`src/rtl/sync_byte_fifo.sv`:
```
// Single-clock byte FIFO with registered (non-fall-through) read port.
// Pointers carry an extra wrap bit so full and empty come straight from pointer compare.
module sync_byte_fifo #(
  parameter int DATA_WIDTH = 8,
  parameter int DEPTH      = 16,
  parameter int ADDR_WIDTH = 4
) (
  input  logic                  clk,
  input  logic                  srst,
  input  logic [DATA_WIDTH-1:0] din,
  input  logic                  wr_en,
  input  logic                  rd_en,
  output logic [DATA_WIDTH-1:0] dout,
  output logic                  full,
  output logic                  empty
);

  logic [DATA_WIDTH-1:0] r_mem [DEPTH];
  logic [ADDR_WIDTH:0]   r_wr_ptr, r_rd_ptr;
  logic [DATA_WIDTH-1:0] r_dout;
  logic                  w_wa, w_ra;

  // Flags depend only on registered pointers, never on the request inputs.
  assign empty = (r_wr_ptr == r_rd_ptr);
  assign full  = (r_wr_ptr[ADDR_WIDTH] != r_rd_ptr[ADDR_WIDTH]) &&
                 (r_wr_ptr[ADDR_WIDTH-1:0] == r_rd_ptr[ADDR_WIDTH-1:0]);
  assign dout  = r_dout;

  assign w_wa = wr_en & ~full;
  assign w_ra = rd_en & ~empty;

  // Storage is left uninitialised by reset.
  always_ff @(posedge clk) begin
    if (w_wa) r_mem[r_wr_ptr[ADDR_WIDTH-1:0]] <= din;
  end

  always_ff @(posedge clk or posedge srst) begin
    if (srst) begin
      r_wr_ptr <= '0;
      r_rd_ptr <= '0;
      r_dout   <= '0;
    end else begin
      if (w_wa) r_wr_ptr <= r_wr_ptr + 1'b1;
      if (w_ra) begin
        r_dout   <= r_mem[r_rd_ptr[ADDR_WIDTH-1:0]];
        r_rd_ptr <= r_rd_ptr + 1'b1;
      end
    end
  end

endmodule

```
`config.mk`:
```
export PLATFORM = sky130hd
export DESIGN_NAME = sync_byte_fifo
export DESIGN_NICKNAME = d
export VERILOG_FILES = /design/src/rtl/sync_byte_fifo.sv
export SDC_FILE = /design/constraint.sdc
export NUM_CORES = 1
export LEC_CHECK = 0
export CAP_MARGIN = 20
export CORE_UTILIZATION = 54
export DETAILED_ROUTE_END_ITERATION = 12
export GPL_ROUTABILITY_DRIVEN = 0
export GPL_TIMING_DRIVEN = 0
export HOLD_SLACK_MARGIN = 0.05
export PLACE_DENSITY = 0.74
export RECOVER_POWER = 25
export SLEW_MARGIN = 20
export SYNTH_ARGS = -nofsm -noshare
export SYNTH_HDL_FRONTEND = slang
export SYNTH_SLANG_ARGS = --single-unit
```
`constraint.sdc`:
```
create_clock -name clk -period 2.2 [get_ports clk]
set_input_delay 0.44 -clock clk [delete_from_list [all_inputs] [get_ports clk]]
set_output_delay 0.44 -clock clk [all_outputs]
set_load 0.05 [all_outputs]
```
==> results.md, run 1 <==
* Seq pwr share at 35.5%
* Detailed-route wire length at 12,300 um
* Minimum clock period at between 2 and 2.5 ns
* Worst Setup SP: r_rd_ptr[1]
* GR Util All Layers at 23.4%
* Worst skew pair latency at 0.52 ns
* Compound-cell area share of the yosys netlist at 3.55%
* Clock tree buffer depth at 2
* Asr flop ratio synth at between 10% and 20%
* Layout cells sized above 1 at 29.4%
* Synth warn at 0
* Final hold vios at 0
* Netlist Area Pre-Place at 0.00596 sq mm
* # H-tree levels at 4
* Post-synth top area share at 64.5%
* Largest family of logic cells by synthesized area: multiplexers
* Die width at 107 um
* CP endpoint kind: primary output
* Root Buffer: clkbuf_8
* Post-layout net count at 365
* PD cells at 1460 mW/mm^2
* Grt ovf at 0
* Number of filler instances in the final layout at 650
* Row Count at 37
* Drt wl/cell at 24.7 um
* Sw frac at around a third
* Main synth FF type: edfxtp_1
* Drt pass-1 iters at 5
* # DRC at 0
* Post-synthesis adder-cell area fraction at 1.05%
* Seq. cell area at ~0.0043 sq mm
* CP Data Required Time at 1.76 ns
* RSZ-0062 raised after global routing: yes
* Hold_ws at a little under 0.5 ns
* Non-filler instance count after layout at 497
* Clock sink count at 146
* Vias after detailed routing at 3,040
* FF+latch count, synth at 146
* Distinct cells, synth at 29
* Initial Util at 56.7%
* VDD IR-drop max at 624 uV
* Worst slew pin tran at 0.748 ns
* P&R area growth vs syn at 20.9%
* Crit path max fanout at 6
* Number of vias per cell at 6.12
* Number of I/O port buffers at 21
* Vias in the first global route at 3,035
* Reg clk slew, reported paths at about 0.06 ns
* Clk_skew at 0.0116 ns
* Core ar. at roughly 0.011 sq mm
* Worst EP arrival at 1.75 ns
* Initial drt markers at approximately 230
* Final period util at between 90% and 100%
* Chip height at about 110 um
* Num CTS Buffers at 17
* Detail Placement HPWL at 7490 um
* P_leak at 2.52 nW
* Setup-failing EPs final at 0
* Status: finished clean
* Fin. max-slew vios at 0
* Syn Nets at about 320
* Average instance area after synthesis at 19.7 sq um
* Post-synth EDFFs at 128
* Antenna Nets Post-Route at 0
* Type of the most critical hold path: in2async
* Synth Area in XOR/XNOR at 2.06%
* Fmax at 0.456 GHz
* I/O Pins at 22
* P_int at 7.18 mW
* Dominant cell type by area after synthesis: edfxtp_1
* Synth Area in Simple Gates at approximately 3.6%
* Worst Path Class, Setup: reg2out
* Multi-input gate area at around 0.0017 sq mm
* R2r setup slk at 0.03 ns
* Max-Cap Viols at 0
* Post-Syn Instances at about 300
* Gate power share at between 30% and 40%
* Placed Cells at 459
* Die area at 0.0115 sq mm
* Diode count at 0
* Top post-synthesis cells by area: edfxtp_1, dfrtp_1, mux4_1, mux4_2, mux2_2
* Sequential area share after synthesis at 72.1%
* Critical path startpoint category: register
* RR Startpoint: r_rd_ptr[1]
* Largest net degree at the start of global routing at 19
* Worst r2r path cells at 5
* Power share of the clock group at 28.3%
* Net switching power at between 3 and 4 mW
* Initial antenna violation count at 0
* Crit Reg-Reg Endpoint: dout[1]
* CTS tree: built
* Mux share of post-synthesis cell area at 16.0%
* Global-route wire length before repair at between 15,000 and 20,000 um
* Slew margin rel. at 50.0%
==> cells in the final DEF, fill, tap and decap left out, drive strengths merged <==
master,count
a221oi,8
a22o,8
and2,2
and3,14
buf,20
bufinv,5
clkbuf,24
clkdlybuf4s50,13
clkinv,4
clkinvlp,3
dfrtp,18
dlygate4sd3,6
edfxtp,128
ha,5
inv,4
mux2,18
mux2i,16
mux4,24
nand2b,8
nand4,1
nor2,4
nor2b,5
nor3,1
o2111ai,2
o211ai,4
o21a,1
o21ai,1
xnor2,13
xor2,1
==> power groups by stage <==
stage                     clock network (mW)  registers, mW  logic (mW)
final                                   2.99           3.74        3.82
after global routing                    3.11           3.78        4.02
after CTS                               3.00           3.71        3.67
after detailed placement                   0           3.67        3.30
after global placement                     0           3.65        3.23
after floorplan                            0           3.89        2.11
==> state kept, by name, indices dropped and copies added, names as in the netlist <==
register,cells
dout,8
r_rd_ptr,5
r_wr_ptr,5
r_mem,128
==> stage by stage <==
| step | instance area, sq um | setup TNS, ns | util [%] | setup WS (ns) | power, mW |
|---|---|---|---|---|---|
| after floorplan | 5960 | 0 | - | 0.0701 | 6.00 |
| after global placement | 6340 | -22.36 | 60.3 | -0.430 | 6.87 |
| after detailed placement | 6340 | -23.90 | 60.4 | -0.393 | 6.97 |
| after CTS | 7140 | -0.000906 | 68.0 | -0.000906 | 10.4 |
| after global routing | 7200 | -0.0926 | 68.5 | -0.0448 | 10.9 |
| final | 7200 | 0 | 68.5 | 0.00841 | 10.5 |
==> worst max-delay path: stages, from the launching register on <==
cell,delay (ns)
dfrtp_2,0.44
buf_12,0.15
xnor2_4,0.14
nand4_4,0.18
nor2_4,0.17
buf_8,0.15
==> final cells by class <==
| cell class | instances | share of cell area (%) |
|---|---|---|
| multi-input combinational | 136 | 23.4 |
| inverter | 4 | 0.208 |
| tap | 136 | 2.36 |
| timing repair buffer | 30 | 4.29 |
| clock inverter | 12 | 2.61 |
| buffer | 13 | 1.49 |
| clock buffer | 20 | 5.91 |
| sequential | 146 | 59.7 |
==> cell usage after synthesis (all sizes together), types with 5 or more instances <==
cell type / n
edfxtp: 128
mux4: 24
dfrtp: 18
mux2: 18
mux2i: 16
and3: 14
xnor2: 13
buf: 10
a221oi: 8
a22o: 8
nand2b: 8
clkbuf: 6
ha: 5
nor2b: 5
==> timing repair <==
| item | CTS | global route |
|---|---|---|
| hold endpoints to repair | 0 | 0 |
| gates resized for setup | 47 | 15 |
| setup endpoints to repair | 106 | 90 |
| setup buffers | 7 | 2 |
| hold buffers | 0 | 0 |
| pin swaps | 4 | 3 |
==> logic make-up (layout without fill, tap and decap cells) <==
kind of cell,after synthesis,in the layout
adder cells (fa/ha/maj),5,5
AND/OR/NAND/NOR,35,35
multiplexers,58,58
flip-flops,146,146
buffers and inverters,20,79
XOR/XNOR,14,14
AO/OA/AOI/OAI,24,24
==> worst max-delay path by stage <==
stage / slack, ns / to
after global routing: -0.04 / full
after global placement: -0.43 / r_mem[3][0]
after CTS: -0.0009 / full
after detailed placement: -0.39 / full
after floorplan: 0.07 / empty
final: 0.008 / full
==> routing by layer <==
layer  track usage (%)  share of wire, %
met3              6.50               6.1
met5                 0                 0
met4              8.71               2.3
met1              32.6                42
met2              35.5                49
Note: power is estimated with default switching activity, not from simulation.
==> inputs of run 2 (changes only) <==
--- a/config.mk
+++ b/config.mk
@@ -6,13 +6,13 @@
 export NUM_CORES = 1
 export LEC_CHECK = 0
 export CAP_MARGIN = 20
-export CORE_UTILIZATION = 54
+export CORE_UTILIZATION = 38
 export DETAILED_ROUTE_END_ITERATION = 12
 export GPL_ROUTABILITY_DRIVEN = 0
-export GPL_TIMING_DRIVEN = 0
 export HOLD_SLACK_MARGIN = 0.05
-export PLACE_DENSITY = 0.74
+export PLACE_DENSITY = 0.55
 export RECOVER_POWER = 25
+export SKIP_CTS_REPAIR_TIMING = 1
 export SLEW_MARGIN = 20
 export SYNTH_ARGS = -nofsm -noshare
 export SYNTH_HDL_FRONTEND = slang
==> results.md, run 2 (synthesized netlist as in run 1, its figures left out) <==
* R2r setup slk at 0.06 ns (+0.03 ns)
* Minimum clock period at 2.14 ns (-0.0486 ns)
* # DRC at 0 (unchanged)
* Clock tree buffer depth at 2 (unchanged)
* Reg clk slew, reported paths at 0.06 ns (about the same)
* Worst EP arrival at 2.44 ns (+0.69 ns)
* Initial Util at 39.0% (-18 points)
* Drt pass-1 iters at 4 (-1)
* Core ar. at 0.0153 sq mm (+45%)
* Drt wl/cell at 21.5 um (-13%)
* Max reg flops at 128 (unchanged)
* RSZ-0062 raised after global routing: yes
* CP max stage delay at 0.57 ns (+0.13 ns)
* Placed cell area at 0.00680 sq mm (+7.2%)
* Gate power share at 35.6% (-0.6 points)
* Fmax at 0.467 GHz (+2.3%)
* Uppermost layer routed: met4
* Clock sink count at 146 (unchanged)
* Hold path depth at 1
* Net switching power at 3.19 mW (-5.2%)
* Final period util at 97.4% (-2.2 points)
* I/O Pins at 22 (unchanged)
* Die area at 0.0162 sq mm (+41%)
* Worst Path Class, Setup: reg2reg
* Power share of the clock group at 28.9% (+0.6 points)
* Global-route wire length before repair at 19,100 um (+4.4%)
* VDD IR-drop max at 721 uV (+16%)
* RR Startpoint: r_rd_ptr[1]
* Chip height at 127 um (+19%)
* Num CTS Buffers at 17 (unchanged)
* Commonest non-fill, non-tap cell in the layout: edfxtp_1
* Worst r2r path cells at 5 (unchanged)
* Fin Setup TNS at 0 ns (unchanged)
* Cell Chain, Critical Path: buf_12 > mux4_1 > mux2_2 > a22o_1 > mux2_2
* Final worst setup slack at 0.0570 ns (+0.0486 ns)
* CP Data Required Time at 2.50 ns (+0.74 ns)
* # H-tree levels at 4 (unchanged)
* Root Buffer: clkbuf_16
* Number of vias per cell at 5.03 (-18%)
* Vias after detailed routing at 2,949 (-3.0%)
* Number of I/O port buffers at 21 (unchanged)
* Power Total at 10.3 mW (-2.5%)
* Worst skew pair latency at 0.42 ns (-0.10 ns)
* Pre-CTS setup slack at 0.0207 ns (+0.414 ns)
* Hold Path Sink: dout[6]
* GR Util All Layers at 16.9% (-6.5 points)
* Antenna Nets Post-Route at 0 (unchanged)
* Initial antenna violation count at 0 (unchanged)
* Hold_sp: dout[6]
* CTS tree: built
* P&R area growth vs syn at 24.9%
* Die width at 127 um (+19%)
* Most frequent cells in the layout: edfxtp_1, buf_4, mux2_2
* Slew margin rel. at 23.3% (-27 points)
* Clk_skew at 0.00927 ns (-0.00237 ns)
* P_int at 7.10 mW (-1.2%)
* Grt ovf at 0 (unchanged)
* Initial drt markers at 258 (+11%)
* CP endpoint kind: register
* Layout cells sized above 1 at 28.5% (-0.83 points)
* Wl on met1 at 5970 um (+15%)
* P_leak at 2.63 nW (+4.3%)
* PD cells at 1380 mW/mm^2 (-5.7%)
* Critical path's slowest cell: mux4_1
* Design area at 0.00744 sq mm (+3.4%)
* Type of the most critical hold path: reg2reg
* Setup-failing EPs final at 0 (unchanged)
* Max-Cap Viols at 0 (unchanged)
* Row Count at 45 (+22%)
* Hold_ws at 0.513 ns (+0.0296 ns)
* Diode count at 0 (unchanged)
* Met3 WL at 370 um (-50%)
* Fin. max-slew vios at 0 (unchanged)
* Critical path startpoint category: register
* Sw frac at 31.0% (-0.89 points)
* Post-layout net count at 379 (+3.8%)
* Largest net degree at the start of global routing at 44 (+25)
* Crit Reg-Reg Endpoint: dout[6]
* Seq pwr share at 35.5% (about the same)
* Met2 wire length at 6160 um (+1.3%)
* Crit-path most repeated cell: mux2_2
* Detail Placement HPWL at 8160 um (+8.9%)
* Crit path max fanout at 25 (+19)
* Status: finished clean
* Final hold vios at 0 (unchanged)
* Vias in the first global route at 3,063 (+0.92%)
* Worst slew pin tran at 1.15 ns (+0.403 ns)
* Detailed-route wire length at 12,600 um (+2.5%)
run 2: changes by cell type in the layout (fill, tap and decap cells not counted), moves of 4 or more:
| cell | change |
|---|---|
| clkinv_1 | -4 |
| and3_1 | +9 |
| buf_12 | +12 |
| buf_4 | +14 |
| and3_2 | -9 |
| buf_6 | -5 |
| clkinv_2 | +4 |
run 2: layout make-up:
| cell class | count | area (sq um) |
|---|---|---|
| Sequential cell | 146 | 4300 |
| Inverter | 4 | 15.0 |
| Multi-Input combinational cell | 136 | 1590 |
| Tap cell | 211 | 264 |
| Clock buffer | 18 | 429 |
| Timing Repair Buffer | 57 | 659 |
| Clock inverter | 14 | 189 |
| Fill cell | 1291 | 7810 |
run 2: worst max path at each step:
stage | from | to | slack, ns
finish | r_rd_ptr[1] | dout[6] | 0.06
global placement | wr_en | r_mem[5][7] | 0.02
global route | r_rd_ptr[1] | dout[6] | -0.006
CTS | r_wr_ptr[3] | full | -0.06
floorplan | r_rd_ptr[0] | empty | 0.07
detailed placement | wr_en | r_mem[7][6] | 0.02
run 2: power groups by stage:
stage | clock network (mW) | logic, mW | registers (mW)
2_1_floorplan | 0 | 2.11 | 3.89
3_3_place_gp | 0 | 3.63 | 3.68
3_5_place_dp | 0 | 3.66 | 3.70
4_1_cts | 3.04 | 3.68 | 3.64
5_1_grt | 3.15 | 3.92 | 3.69
6_report | 2.97 | 3.66 | 3.65
run 2: per-layer routing:
| metal | vias up | track usage (%) |
|---|---|---|
| met5 | - | 0 |
| met4 | 0 | 7.00 |
| met2 | 51 | 26.6 |
| li1 | 1359 | - |
| met1 | 1532 | 23.0 |
| met3 | 7 | 3.77 |
run 2: metrics by stage:
step | cells | utilization [%]
final | 586 | 48.8
after global routing | 586 | 48.8
after CTS | 586 | 48.6
after detailed placement | 554 | 44.6
after global placement | 554 | 44.6
after floorplan | 302 | -
run 2: critical path: cells and delay by family (launching register included):
kind                   cells  cell delay, ns
multiplexers               3            1.13
flip-flops                 1            0.40
AO/OA/AOI/OAI              1            0.24
buffers and inverters      1            0.23
